### src/rtl/cirno_pkg.sv
// cirno_pkg: shared widths, halt encoding and fetch state type for the fetch sequencer
package cirno_pkg;
  localparam int DEF_PC_W = 10;
  localparam int DEF_INST_W = 9;
  localparam int DEF_TGT_W = 8;
  localparam int DEF_IMM_W = 6;
  localparam logic [8:0] DEF_HALT_INST = 9'h1FF;
  typedef enum logic [1:0] {IDLE, REQ, WAIT, HALTED} fetch_state_t;
endpackage

### src/rtl/next_pc_calc.sv
// next_pc_calc: selects the next fetch address (start, absolute, pc-relative or sequential), modulo 2^PC_W
module next_pc_calc
  import cirno_pkg::*;
#(
  parameter int PC_W = DEF_PC_W,
  parameter int TGT_W = DEF_TGT_W,
  parameter int IMM_W = DEF_IMM_W
) (
  input  logic             first,
  input  logic             branch,
  input  logic             branchi,
  input  logic [PC_W-1:0]  start_addr,
  input  logic [PC_W-1:0]  pc,
  input  logic [TGT_W-1:0] target,
  input  logic [IMM_W-1:0] immediate,
  output logic [PC_W-1:0]  addr
);
  logic [PC_W-1:0] tgt_ext, imm_ext;
  always_comb begin
    tgt_ext = PC_W'(target);
    imm_ext = PC_W'($signed(immediate));
    addr = first ? start_addr : branch ? tgt_ext : branchi ? pc + imm_ext : pc + PC_W'(1);
  end
endmodule

### src/rtl/inst_fetch_seq.sv
// inst_fetch_seq: issues ROM reads for the next instruction and hands the word to the decoder
module inst_fetch_seq
  import cirno_pkg::*;
#(
  parameter int PC_W = DEF_PC_W,
  parameter int INST_W = DEF_INST_W,
  parameter int TGT_W = DEF_TGT_W,
  parameter int IMM_W = DEF_IMM_W,
  parameter int ROM_LAT = 1,
  parameter logic [INST_W-1:0] HALT_INST = INST_W'(DEF_HALT_INST)
) (
  input  logic              clk,
  input  logic              init,
  input  logic [PC_W-1:0]   start_addr,
  input  logic              fetch_en,
  input  logic              branch,
  input  logic              branchi,
  input  logic [TGT_W-1:0]  target,
  input  logic [IMM_W-1:0]  immediate,
  output logic [PC_W-1:0]   rom_addr,
  output logic              rom_rd_en,
  input  logic [INST_W-1:0] rom_data,
  output logic [INST_W-1:0] inst,
  output logic              inst_valid,
  output logic [PC_W-1:0]   pc,
  output logic              busy,
  output logic              done
);
  fetch_state_t state_q, state_d;
  logic [PC_W-1:0] rom_addr_q, rom_addr_d, pc_q, pc_d, next_addr;
  logic [INST_W-1:0] inst_q, inst_d;
  logic valid_q, valid_d, done_q, done_d, first_q, first_d, halt;
  logic [2:0] lat_q, lat_d;
  next_pc_calc #(.PC_W(PC_W), .TGT_W(TGT_W), .IMM_W(IMM_W)) u_npc (
    .first(first_q),
    .branch(branch),
    .branchi(branchi),
    .start_addr(start_addr),
    .pc(pc_q),
    .target(target),
    .immediate(immediate),
    .addr(next_addr)
  );
  always_comb begin
    state_d = state_q;
    rom_addr_d = rom_addr_q;
    pc_d = pc_q;
    inst_d = inst_q;
    valid_d = 1'b0;
    done_d = done_q;
    first_d = first_q;
    lat_d = lat_q;
    halt = rom_data == HALT_INST;
    case (state_q)
      IDLE: if (fetch_en) begin
        rom_addr_d = next_addr;
        first_d = 1'b0;
        state_d = REQ;
      end
      REQ: begin
        lat_d = 3'(ROM_LAT - 1);
        state_d = WAIT;
      end
      WAIT: if (lat_q != 3'd0) lat_d = lat_q - 3'd1;
      else begin
        inst_d = rom_data;
        pc_d = rom_addr_q;
        valid_d = 1'b1;
        done_d = halt;
        state_d = halt ? HALTED : IDLE;
      end
      default: ;
    endcase
  end
  always_ff @(posedge clk or posedge init) begin
    if (init) begin
      state_q <= IDLE;
      rom_addr_q <= '0;
      pc_q <= '0;
      inst_q <= '0;
      valid_q <= 1'b0;
      done_q <= 1'b0;
      first_q <= 1'b1;
      lat_q <= '0;
    end else begin
      state_q <= state_d;
      rom_addr_q <= rom_addr_d;
      pc_q <= pc_d;
      inst_q <= inst_d;
      valid_q <= valid_d;
      done_q <= done_d;
      first_q <= first_d;
      lat_q <= lat_d;
    end
  end
  assign rom_addr = rom_addr_q;
  assign rom_rd_en = state_q == REQ;
  assign inst = inst_q;
  assign inst_valid = valid_q;
  assign pc = pc_q;
  assign busy = state_q == REQ || state_q == WAIT;
  assign done = done_q;
endmodule

### config.mk
export PLATFORM = sky130hd
export DESIGN_NAME = inst_fetch_seq
export DESIGN_NICKNAME = d
export VERILOG_FILES = /design/src/rtl/cirno_pkg.sv /design/src/rtl/next_pc_calc.sv /design/src/rtl/inst_fetch_seq.sv
export SDC_FILE = /design/constraint.sdc
export NUM_CORES = 1
export LEC_CHECK = 0
export ABC_AREA = 0
export CAP_MARGIN = 0
export CORE_ASPECT_RATIO = 1.75
export CORE_MARGIN = 3
export CORE_UTILIZATION = 49
export DETAILED_ROUTE_END_ITERATION = 10
export HOLD_SLACK_MARGIN = 0.1
export PLACE_DENSITY = 0.95
export SLEW_MARGIN = 20
export SYNTH_ARGS = -nofsm -noshare
export SYNTH_HDL_FRONTEND = slang
export SYNTH_SLANG_ARGS = --single-unit
### constraint.sdc
create_clock -name clk -period 3.7 [get_ports clk]
set_input_delay 0.74 -clock clk [delete_from_list [all_inputs] [get_ports clk]]
set_output_delay 0.74 -clock clk [all_outputs]
set_load 0.005 [all_outputs]
Yosys cells after proc, flatten, opt, wreduce, memory -nomap -nowiden
Index checks and enable logic that the tools add are counted.
{"block": "word_totals", "register_bits": 37, "latch_bits": 0, "ram_bits": 0, "mem_bits_ro": 0, "inputBits": 38, "output_inout_bits": 33, "word_cells": 38, "n_memories": 0}
{"block": "op_classes", "add_sub_neg": 3, "mul": 0, "div_mod_pow": 0, "order_cmp": 0, "n_eq_ne": 6, "shifts": 0, "n_mux": 11, "bitwise_logic": 1, "reduce_logical": 9}
{"op": "$mux 10", "count": 3}
{"op": "$add 10x1->10 const B", "count": 1}
{"op": "$add 10x10->10", "count": 1}
{"op": "$eq 9x9->1 const B", "count": 1}
{"op": "$mux 2", "count": 3}
{"op": "$ne 2x2->1 const B", "count": 3}
{"op": "$pmux 2 s3", "count": 1}
{"op": "$pmux 3 s2", "count": 1}
{"op": "$reduce_and 2->1", "count": 3}
{"op": "$reduce_bool 3->1", "count": 2}
{"op": "$mux 3", "count": 1}
{"op": "$reduce_and 3->1", "count": 1}
{"op": "$sub 3x1->3 const B", "count": 1}
{"op": "$eq 2x1->1 const B", "count": 1}
{"op": "$eq 2x2->1 const B", "count": 1}
{"op": "$logic_not 2->1", "count": 1}
{"op": "$mux 1", "count": 2}
{"op": "$reduce_bool 2->1", "count": 1}
{"op": "$logic_or 1x1->1", "count": 1}
{"op": "$not 1->1", "count": 1}

Longest topological paths before layout
Gate-level depths: netlist of the first run.
{"block": "depth", "depth_word": 4, "ltp_mapped": 9, "ltp_nobuf": 9}

Cells and area by module
From an unflattened synthesis of the first run, not the netlist that was laid out.
{"block": "unflattened", "hier_cells": 195, "area_unflattened_um2": 2174.6}
{"module": "inst_fetch_seq", "instances": 1, "cells_per_inst": 107, "area_each_um2": 1564.0, "seq_area_each_um2": 927.1}
{"module": "next_pc_calc", "instances": 1, "cells_per_inst": 88, "area_each_um2": 610.6, "seq_area_each_um2": 0.0}

Worst setup path after synthesis of the first run
OpenSTA, ideal clock, no wires.
{"block": "synth_timing", "path_type": "input -> register", "start": "input port immediate[0]", "end": "register rom_addr_q[6] (netlist: rom_addr[6])", "setup_ns": 0.120, "t_arrival_ns": 2.522, "required_time_ns": 3.580, "setup_slack_ns": 1.058, "cell_stages": 9, "n_path_buf": 0, "cell_sequence": "nand2b_1 > ha_1 > fa_1 > a211o_1 > a21oi_4 > mux2i_1 > xor2_1 > o21ai_1 > o211a_1"}
{"block": "synth_via", "elab_chain_len": 4}
{"item": "from (decl)", "line": "inst_fetch_seq.sv:19", "text": "input logic [IMM_W-1:0] immediate,"}
{"item": "$add 10x10->10", "line": "next_pc_calc.sv:22", "text": "addr = first ? start_addr : branch ? tgt_ext : branchi ? pc + imm_ext : pc + PC_W'(1);"}
{"item": "$mux 10 (3 in series)", "line": "next_pc_calc.sv:22"}
{"item": "to (signal assigned)", "line": "inst_fetch_seq.sv:87", "text": "rom_addr_q <= rom_addr_d;"}
{"item": "to (decl)", "line": "inst_fetch_seq.sv:30", "text": "logic [PC_W-1:0] rom_addr_q, rom_addr_d, pc_q, pc_d, next_addr;"}
No other way between the ends.
A chain may end at the register's enable or synchronous reset.

Worst setup path in the final report of the first run
{"block": "layout_timing", "start": "input port branchi", "end": "register rom_addr_q[6] (netlist: rom_addr[6])"}
{"block": "layout_via", "elab_chain_len": 3}
{"item": "from (decl)", "line": "inst_fetch_seq.sv:17", "text": "input logic branchi,"}
{"item": "$mux 10 (3 in series)", "line": "next_pc_calc.sv:22"}
No other way between the ends.

==> flow_summary.toml, run 1 <==
[drt]
routed_wire_length_per_instance_um = 16.3
num_vias = 1838
detail_route.iter0.violations = 38
drt_first_pass_iters = 5
route.final.wire_length_um = 5400
routed_via_density = 5.55
ant_nets = 0
drt_drc_violations_left = 0

[clock_tree]
clock_tree.buffer_depth = 2
cts.sinks = 37
cts-hold-fix-buffers = 0
cts.repair_timing.setup_buffer_count = 0
cts-htree-levels = 2
reg_clk_slew_reported_paths_ns = 0.07
clkLatencyLatePin_ns = 0.29
tritoncts = "yes"
ctsRootBufferMaster = "sky130_fd_sc_hd__clkbuf_8"
cts_resized = 0
cts_inserted_buffers = 5

[setup_path]
crit_type = "input pin to flip-flop"
worst_reg2reg_path_length_in_cells = 8
arrival_time_at_the_worst_endpoint_ns = 3.22
path_buf_inv = 1
cp_slowest_cell = "sky130_fd_sc_hd__clkdlybuf4s50_1"
worst_r2r_endpoint = "rom_addr[6]$_DFFE_PP0P_"
path_cells = "clkdlybuf4s50_1, nand2b_1, ha_1, fa_1, a211o_1, a21oi_4, mux2i_1, xor2_1, o21ai_1, o211a_1"
cp_top_family = "compound AO/OA/AOI/OAI gates"
setup_slack_of_the_most_critical_reg_to_reg_path_ns = 1.31
reg_to_reg_critical_path_startpoint = "pc[0]$_DFFE_PP0P_"
worstPathRequired_ns = 3.88
end_kind = "flip-flop"
max_stage_delay_ns = 0.55
critPathLaunchType = "input pin"
critical_path_peak_fanout = 6

[finish]
finish.net_count = 331
drive_gt1_share_pct = 11.0
antenna-diode-count = 0
area.growth.synth_to_final_pct = 36.8
utilization_pct = 69.9
finish.instance_area_mm2 = 0.00290

[timing]
fmax_mhz = 329
worstMarginPinSlew_ns = 1.00
period_minus_slack_ns = 3.04
grt_setup_unrepaired = "no"
period_share_pct = 82.1
setup_viol = 0
setup_ws_ns = 0.663
final-hold-violation-count = 0
totalNegativeSetupSlack_ns = 0
final_max_slew_viol_count = 0
slew-limit-headroom_pct = 32.9
fin_worst_skew_ns = 0.00566

[die]
die_h_um = 93.0
fp.dieArea_mm2 = 0.00518
chipWidth_um = 55.7
effective_utilization_at_floorplan_pct = 51.1
placement_rows = 31
pin_count = 71
placeableCoreArea_mm2 = 0.00415

[placement]
place_congestion = 0.828
post-dp-hpwl_um = 4100
place.port_buffers = 70
detailedPlace.worstSlack_ns = 0.365
placedInstanceArea_mm2 = 0.00282

[hold_path]
worst_hold_path_type = "flip-flop to flip-flop"
hold_path_depth = 2
hold_path_end = "lat_q[1]$_DFFE_PP0P_"
hold_start = "lat_q[1]$_DFFE_PP0P_"

[global_route]
grt_overflow = 0
global_route_total_usage_across_every_layer_pct = 21.9
grt_max_degree = 24
grt_first_pass_wirelength_um = 8800
number_of_antenna_violations_at_the_first_check_in_global_routing = 0
grt_pass1_vias = 1882

[run]
maxCapViolCount = 0

[logic_synthesis]
synth_top_cells_by_area = "sky130_fd_sc_hd__dfrtp_1 (43%), sky130_fd_sc_hd__mux2_2 (10%), sky130_fd_sc_hd__ha_1 (6.5%)"
synth-edff-count = 0
syn-cell-area_mm2 = 0.00212
ys.flop_type = "sky130_fd_sc_hd__dfrtp_1"
synth.largest_area_cell = "sky130_fd_sc_hd__dfrtp_1"
avgSynthCellArea_um2 = 10.0
synth_async_reset_ratio_pct = 100
yosysTopAreaCellShare_pct = 42.5
synth.yosys.warnings = 0
sequential_share_of_the_synthesized_area_pct = 43.7
synth.distinct_cells = 43
yosys_register_bits = 37
synth.net_count = 261
postSynthCellCount = 211

[pwr]
vdd_ir_drop_max_mv = 0.530
power_density_mw_per_mm2 = 717
finalPower_w = 0.00208
static_leakage_nw = 1.29

[status]
outcome = "finished clean"
worst max path at each step:
stage / from / end / slack, ns / depth (start not counted)
finish: branchi / rom_addr[6]$_DFFE_PP0P_ / 0.66 / 10
detailed placement: branchi / rom_addr[6]$_DFFE_PP0P_ / 0.36 / 10
global placement: branchi / rom_addr[6]$_DFFE_PP0P_ / 0.45 / 10
global route: branchi / rom_addr[6]$_DFFE_PP0P_ / 0.54 / 10
CTS: branchi / rom_addr[6]$_DFFE_PP0P_ / 0.66 / 10
floorplan: immediate[0] / rom_addr[6]$_DFFE_PP0P_ / 1.06 / 9
worst reg2reg max path, stage by stage, from the launching register on:
cell and delay (ns):
sky130_fd_sc_hd__dfrtp_1 0.41, sky130_fd_sc_hd__ha_1 0.26, sky130_fd_sc_hd__fa_1 0.45, sky130_fd_sc_hd__a211o_1 0.35, sky130_fd_sc_hd__a21oi_4 0.17, sky130_fd_sc_hd__mux2i_1 0.25
sky130_fd_sc_hd__xor2_1 0.17, sky130_fd_sc_hd__o21ai_1 0.07, sky130_fd_sc_hd__o211a_1 0.15
sequential cells by signal (all words and copies together), names as in the netlist:
signal	cells
inst	9
inst_valid	1
rom_addr	10
pc	10
state_q	2
lat_q	3
done	1
first_q	1
routing by layer:
layer / global-route usage [%] / up-vias / share of wire, %
met5: 0 / - / 0
met4: 8.92 / 0 / 1.8
met3: 6.49 / 12 / 6.6
met2: 41.4 / 69 / 56
met1: 21.6 / 871 / 35
li1: - / 886 / -
power by group:
group / internal [W] / switching, W / leakage [nW]
sequential: 0.000584 / 0.000151 / 0.456
combinational: 0.000626 / 0.000446 / 0.790
clock: 0.000134 / 0.000140 / 0.0395
total: 0.00134 / 0.000737 / 1.29
cell usage in the layout (no fill, tap or decap), types with 2 or more instances in the layout:
cell	synthesis	layout
sky130_fd_sc_hd__nand2_1	21	21
sky130_fd_sc_hd__clkdlybuf4s50_1	0	70
sky130_fd_sc_hd__or3_1	2	2
sky130_fd_sc_hd__o21ai_0	18	18
sky130_fd_sc_hd__xnor2_1	3	3
sky130_fd_sc_hd__nand2b_1	2	2
sky130_fd_sc_hd__nand3_1	5	5
sky130_fd_sc_hd__mux2_2	19	19
sky130_fd_sc_hd__clkbuf_1	1	3
sky130_fd_sc_hd__inv_1	9	9
sky130_fd_sc_hd__clkbuf_8	2	5
sky130_fd_sc_hd__ha_1	11	11
sky130_fd_sc_hd__a21oi_1	20	20
sky130_fd_sc_hd__nor2b_1	2	2
sky130_fd_sc_hd__a21o_1	2	2
sky130_fd_sc_hd__xor2_1	5	5
sky130_fd_sc_hd__dfrtp_1	36	36
sky130_fd_sc_hd__mux2i_1	5	5
sky130_fd_sc_hd__and2_1	5	5
sky130_fd_sc_hd__nor3_1	3	3
sky130_fd_sc_hd__nor2_1	14	14
synth_stat cells, types with 2 or more instances:
cell type	instances
sky130_fd_sc_hd__dfrtp_1	36
sky130_fd_sc_hd__nand2_1	21
sky130_fd_sc_hd__a21oi_1	20
sky130_fd_sc_hd__mux2_2	19
sky130_fd_sc_hd__o21ai_0	18
sky130_fd_sc_hd__nor2_1	14
sky130_fd_sc_hd__ha_1	11
sky130_fd_sc_hd__inv_1	9
sky130_fd_sc_hd__and2_1	5
sky130_fd_sc_hd__mux2i_1	5
sky130_fd_sc_hd__nand3_1	5
sky130_fd_sc_hd__xor2_1	5
sky130_fd_sc_hd__buf_2	3
sky130_fd_sc_hd__nor3_1	3
sky130_fd_sc_hd__xnor2_1	3
sky130_fd_sc_hd__a21o_1	2
sky130_fd_sc_hd__buf_6	2
sky130_fd_sc_hd__clkbuf_8	2
sky130_fd_sc_hd__nand2b_1	2
sky130_fd_sc_hd__nor2b_1	2
sky130_fd_sc_hd__or3_1	2
per-stage QoR:
stage	hold slack, ns	std cells
after floorplan	0.449	211
after global placement	0.458	323
after detailed placement	0.475	323
after CTS	0.496	331
after global routing	0.513	331
final	0.496	331
logic make-up after synthesis:
logic type	count (synthesis)	synth area share, %
XOR/XNOR	8	3.31
buffers and inverters	17	4.84
AO/OA/AOI/OAI	53	15.0
multiplexers	24	12.5
adder cells (fa/ha/maj)	12	7.44
AND/OR/NAND/NOR	60	13.2
flip-flops	37	43.7
cell type report:
class | count | area (µm²)
clock buffer | 8 | 80.1
fill | 308 | 1250
inverter | 9 | 33.8
multi-input combinational | 157 | 1090
sequential | 37 | 927
tap | 49 | 61.3
timing repair buffer | 71 | 708
Note: power is estimated with default switching activity, not from simulation.
==> inputs of run 2 (changes only) <==
- CORE_UTILIZATION: 49 -> 46
- PLACE_DENSITY: 0.95 -> 0.93
- clock period: 3.7 -> 3.17 ns (I/O delays scaled with it)
==> flow_summary.toml, run 2 (same netlist as run 1, synthesis figures left out) <==
[clock_tree]
cts_inserted_buffers = 5
ctsRootBufferMaster = "sky130_fd_sc_hd__clkbuf_8"
cts-htree-levels = 2
tritoncts = "yes"
cts.repair_timing.setup_buffer_count = 0
cts_resized = 0
cts.sinks = 37
cts-hold-fix-buffers = 0
reg_clk_slew_reported_paths_ns = 0.07
clkLatencyLatePin_ns = 0.29
clock_tree.buffer_depth = 2

[setup_path]
critical_path_peak_fanout = 3
end_kind = "flip-flop"
setup_slack_of_the_most_critical_reg_to_reg_path_ns = 0.81
path_cells = "clkdlybuf4s50_1, nand2b_1, ha_1, fa_1, a211o_1, a21oi_4, mux2i_1, xor2_1, o21ai_1, o211a_1"
cp_slowest_cell = "sky130_fd_sc_hd__clkdlybuf4s50_1"
arrival_time_at_the_worst_endpoint_ns = 3.01
max_stage_delay_ns = 0.49
cp_top_family = "compound AO/OA/AOI/OAI gates"
worst_reg2reg_path_length_in_cells = 8
critPathLaunchType = "input pin"
crit_type = "input pin to flip-flop"
path_buf_inv = 1
critical_path_depth = 10
worstPathRequired_ns = 3.35

[pwr]
p_seq_share_pct = 33.8
switching_share_pct = 33.7
vdd_ir_drop_max_mv = 0.652
internal_power_w = 0.00167
finalPower_w = 0.00253
static_leakage_nw = 1.32
power_frac_clock_pct = 16.8
power_density_mw_per_mm2 = 853
switchingPower_w = 0.000851
combinationalPowerShare_pct = 49.5

[timing]
period_minus_slack_ns = 2.84
final-hold-violation-count = 0
slew-limit-headroom_pct = 57.2
worstMarginPinSlew_ns = 0.640
period_share_pct = 89.4
grt_setup_unrepaired = "no"
final_max_slew_viol_count = 0
totalNegativeSetupSlack_ns = 0
fin_worst_skew_ns = 0.00536
setup_viol = 0
fmax_mhz = 353

[run]
maxCapViolCount = 0

[global_route]
number_of_antenna_violations_at_the_first_check_in_global_routing = 0
grt_overflow = 0
grt_pass1_vias = 1922
grt_first_pass_wirelength_um = 8880
grt_max_degree = 26
global_route_total_usage_across_every_layer_pct = 21.0

[drt]
route.final.wire_length_um = 5370
num_vias = 1838
drt_first_pass_iters = 4
routed_via_density = 5.47
routed_wire_length_per_instance_um = 16.0
drt_drc_violations_left = 0
detail_route.iter0.violations = 54
ant_nets = 0

[hold_path]
worst_hold_path_type = "flip-flop to flip-flop"
hold_path_depth = 2

[finish]
most_common_cell_after_layout_fill_and_taps_aside = "sky130_fd_sc_hd__clkdlybuf4s50_1"
mostFrequentLayoutCells = "sky130_fd_sc_hd__clkdlybuf4s50_1 (70), sky130_fd_sc_hd__dfrtp_1 (36), sky130_fd_sc_hd__nand2_1 (21)"
drive_gt1_share_pct = 12.6
antenna-diode-count = 0
area.growth.synth_to_final_pct = 39.7
fillers = 326
finish.net_count = 334

[die]
effective_utilization_at_floorplan_pct = 47.7
placement_rows = 32
fp.dieArea_mm2 = 0.00549
placeableCoreArea_mm2 = 0.00444
die_h_um = 95.8
pin_count = 71
chipWidth_um = 57.3

[placement]
post-dp-hpwl_um = 4180
place_congestion = 0.842
place.port_buffers = 70

[status]
outcome = "finished clean"
==> run 2: changes by cell type in the layout (fill, tap and decap cells not counted), sizes merged <==
cell    previous run  this run
bufinv             0         1
clkbuf             8         7
buf                1         4
==> run 2: per-stage QoR <==
step                      utilization (%)  instances  setup WS (ns)  area (µm²)  hold WS [ns]
after floorplan                         -        211          0.634        2120         0.449
after global routing                 66.6        336          0.257        2960         0.500
final                                66.6        336          0.335        2960         0.485
after CTS                            66.6        336          0.346        2960         0.488
after detailed placement             64.0        328         0.0547        2850         0.465
after global placement               64.0        328          0.108        2850         0.460
==> run 2: power groups by stage <==
stage / Clock (W) / Combinational (W) / Sequential, W
floorplan: 0 / 0.000658 / 0.000840
global placement: 0 / 0.00121 / 0.000848
detailed placement: 0 / 0.00126 / 0.000861
CTS: 0.000430 / 0.00126 / 0.000853
global route: 0.000446 / 0.00138 / 0.000885
finish: 0.000423 / 0.00125 / 0.000853
==> run 2: final cells by class <==
cell class	count	area (µm²)	share of cell area, %
Tap cell	51	63.8	2.15
Clock buffer	7	86.3	2.92
Inverter	9	33.8	1.14
Clock inverter	1	30.0	1.01
Timing Repair Buffer	74	731	24.7
Multi-Input combinational cell	157	1090	36.8
Sequential cell	37	927	31.3
==> run 2: routing by layer <==
layer  share of wire, %  global-route usage [%]  vias to the layer above
li1                   -                       -                      879
met1                 36                    22.2                      887
met2                 57                    40.3                       60
met3                4.0                    3.62                       12
met4                2.1                    8.51                        0
met5                  0                       0                        -
==> run 2: tightest hold or removal path, stage by stage, from the launching register on <==
cell                      delay [ns]
sky130_fd_sc_hd__dfrtp_1        0.35
sky130_fd_sc_hd__nand2_1        0.05
sky130_fd_sc_hd__nand2_1        0.05
==> run 2: worst paths after layout <==
path,start,endpoint
max,branchi,rom_addr[6]$_DFFE_PP0P_
min reg2reg,done$_DFFE_PP0P_,done$_DFFE_PP0P_
min,done$_DFFE_PP0P_,done$_DFFE_PP0P_
max in group asynchronous,init,first_q$_DFFE_PP1P_
max reg2reg,pc[0]$_DFFE_PP0P_,rom_addr[6]$_DFFE_PP0P_
min in group asynchronous,init,inst[4]$_DFFE_PP0P_
==> inputs of run 3 (changes only) <==
- GPL_ROUTABILITY_DRIVEN: default -> 1
- SETUP_SLACK_MARGIN: default -> 0.3
- SKIP_LAST_GASP: default -> 1
==> flow_summary.toml, run 3 (same netlist as run 1, synthesis figures left out) <==
[setup_path]
path_cells = "clkdlybuf4s50_1, nand2b_1, ha_1, fa_2, a211o_1, a21oi_4, mux2i_1, xor2_1, o21ai_1, o211a_1"
cp_slowest_cell = "sky130_fd_sc_hd__clkdlybuf4s50_1"
critPathLaunchType = "input pin"
worstPathRequired_ns = 3.35
end_kind = "flip-flop"
critical_path_peak_fanout = 3
arrival_time_at_the_worst_endpoint_ns = 2.94
crit_type = "input pin to flip-flop"
max_stage_delay_ns = 0.49
path_buf_inv = 1
cp_top_family = "compound AO/OA/AOI/OAI gates"

[placement]
post-dp-hpwl_um = 4180
place_congestion = 0.842
place.port_buffers = 70
detailedPlace.worstSlack_ns = 0.0547
placed_cells_incl_taps = 328

[timing]
worstMarginPinSlew_ns = 0.637
period_minus_slack_ns = 2.77
totalNegativeSetupSlack_ns = 0
period_share_pct = 87.3
fmax_mhz = 361
slew-limit-headroom_pct = 57.4
grt_setup_unrepaired = "no"
whs_ns = 0.485
final-hold-violation-count = 0
setup_viol = 0
final_max_slew_viol_count = 0
setup_ws_ns = 0.404
fin_worst_skew_ns = 0.00449

[drt]
drt_drc_violations_left = 0
drt-met1-wl_um = 1960
drt_first_pass_iters = 4
wl_met3_um = 221
routed-wl-met2_um = 3070
routed_via_density = 5.47
detail_route.iter0.violations = 49
routed_wire_length_per_instance_um = 16.0
highest_layer = "met4"
route.final.wire_length_um = 5370
num_vias = 1837
ant_nets = 0

[pwr]
switchingPower_w = 0.000851
static_leakage_nw = 1.32
combinationalPowerShare_pct = 49.5
vdd_ir_drop_max_mv = 0.651
switching_share_pct = 33.7
internal_power_w = 0.00168
p_seq_share_pct = 33.7
power_frac_clock_pct = 16.7
power_density_mw_per_mm2 = 853

[clock_tree]
tritoncts = "yes"
clkLatencyLatePin_ns = 0.29
ctsRootBufferMaster = "sky130_fd_sc_hd__clkbuf_8"
reg_clk_slew_reported_paths_ns = 0.07
cts.repair_timing.setup_buffer_count = 0
cts.sinks = 37
clock_tree.buffer_depth = 2
cts-hold-fix-buffers = 0
cts-htree-levels = 2
cts_inserted_buffers = 5

[finish]
finish.net_count = 334
drive_gt1_share_pct = 13.0
area.growth.synth_to_final_pct = 39.8
sequential_cell_area_um2 = 927
antenna-diode-count = 0
most_common_cell_after_layout_fill_and_taps_aside = "sky130_fd_sc_hd__clkdlybuf4s50_1"
finalNonFillerCells = 336
utilization_pct = 66.7
mostFrequentLayoutCells = "sky130_fd_sc_hd__clkdlybuf4s50_1 (70), sky130_fd_sc_hd__dfrtp_1 (36), sky130_fd_sc_hd__nand2_1 (21)"
fillers = 326
multi_input_area_mm2 = 0.00109

[status]
outcome = "finished clean"

[global_route]
grt_first_pass_wirelength_um = 8880
grt_max_degree = 26
grt_pass1_vias = 1922
grt_overflow = 0
number_of_antenna_violations_at_the_first_check_in_global_routing = 0
global_route_total_usage_across_every_layer_pct = 21.0

[die]
die_h_um = 95.8
placeableCoreArea_mm2 = 0.00444
chipWidth_um = 57.3
placement_rows = 32
pin_count = 71
effective_utilization_at_floorplan_pct = 47.7
fp.dieArea_mm2 = 0.00549

[run]
maxCapViolCount = 0

[hold_path]
worst_hold_path_type = "flip-flop to flip-flop"
==> run 3: worst min-delay path, delay by kind of cell, from the launching register on <==
family,cells,cell delay (ns)
flip-flops,1,0.35
AND/OR/NAND/NOR,2,0.10
==> run 3: final cells by class <==
type	instances	area share (%)
Timing Repair Buffer	74	24.7
Clock inverter	1	1.01
Inverter	9	1.14
Multi-Input combinational cell	157	36.9
Clock buffer	7	2.91
Sequential cell	37	31.3
Tap cell	51	2.15
==> run 3: final timing paths <==
kind                                         from  cells after the start                       to  slack (ns)
worst max-delay path                      branchi                     10  rom_addr[6]$_DFFE_PP0P_        0.40
max in group asynchronous                    init                      3      first_q$_DFFE_PP1P_        1.74
worst max register to register  pc[0]$_DFFE_PP0P_                      8  rom_addr[6]$_DFFE_PP0P_        0.88
worst min register to register   done$_DFFE_PP0P_                      2         done$_DFFE_PP0P_        0.49
min in group asynchronous                    init                      2      inst[4]$_DFFE_PP0P_        0.67
worst min-delay path             done$_DFFE_PP0P_                      2         done$_DFFE_PP0P_        0.49
==> run 3: power groups by stage <==
| stage | Combinational, W | Sequential (W) | Clock, W |
|---|---|---|---|
| 2_1_floorplan | 0.000658 | 0.000840 | 0 |
| 3_3_place_gp | 0.00121 | 0.000848 | 0 |
| 3_5_place_dp | 0.00126 | 0.000861 | 0 |
| 4_1_cts | 0.00126 | 0.000853 | 0.000430 |
| 5_1_grt | 0.00138 | 0.000886 | 0.000446 |
| 6_report | 0.00125 | 0.000853 | 0.000423 |
==> run 3: timing repair <==
action,in CTS,in global routing
resized for setup,0,1
endpoints found under the hold margin,0,0
setup endpoints to repair,0,2
==> run 3: through the flow <==
| step | total power, W | cell area, µm² |
|---|---|---|
| after floorplan | 0.00150 | 2120 |
| after global placement | 0.00206 | 2850 |
| after detailed placement | 0.00212 | 2850 |
| after CTS | 0.00255 | 2960 |
| after global routing | 0.00271 | 2960 |
| final | 0.00253 | 2960 |
==> run 3: metal layers <==
layer  vias up  global-route usage, %
li1        879                      -
met1       884                   22.2
met2        62                   40.3
met3        12                   3.62
met4         0                   8.51
met5         -                      0
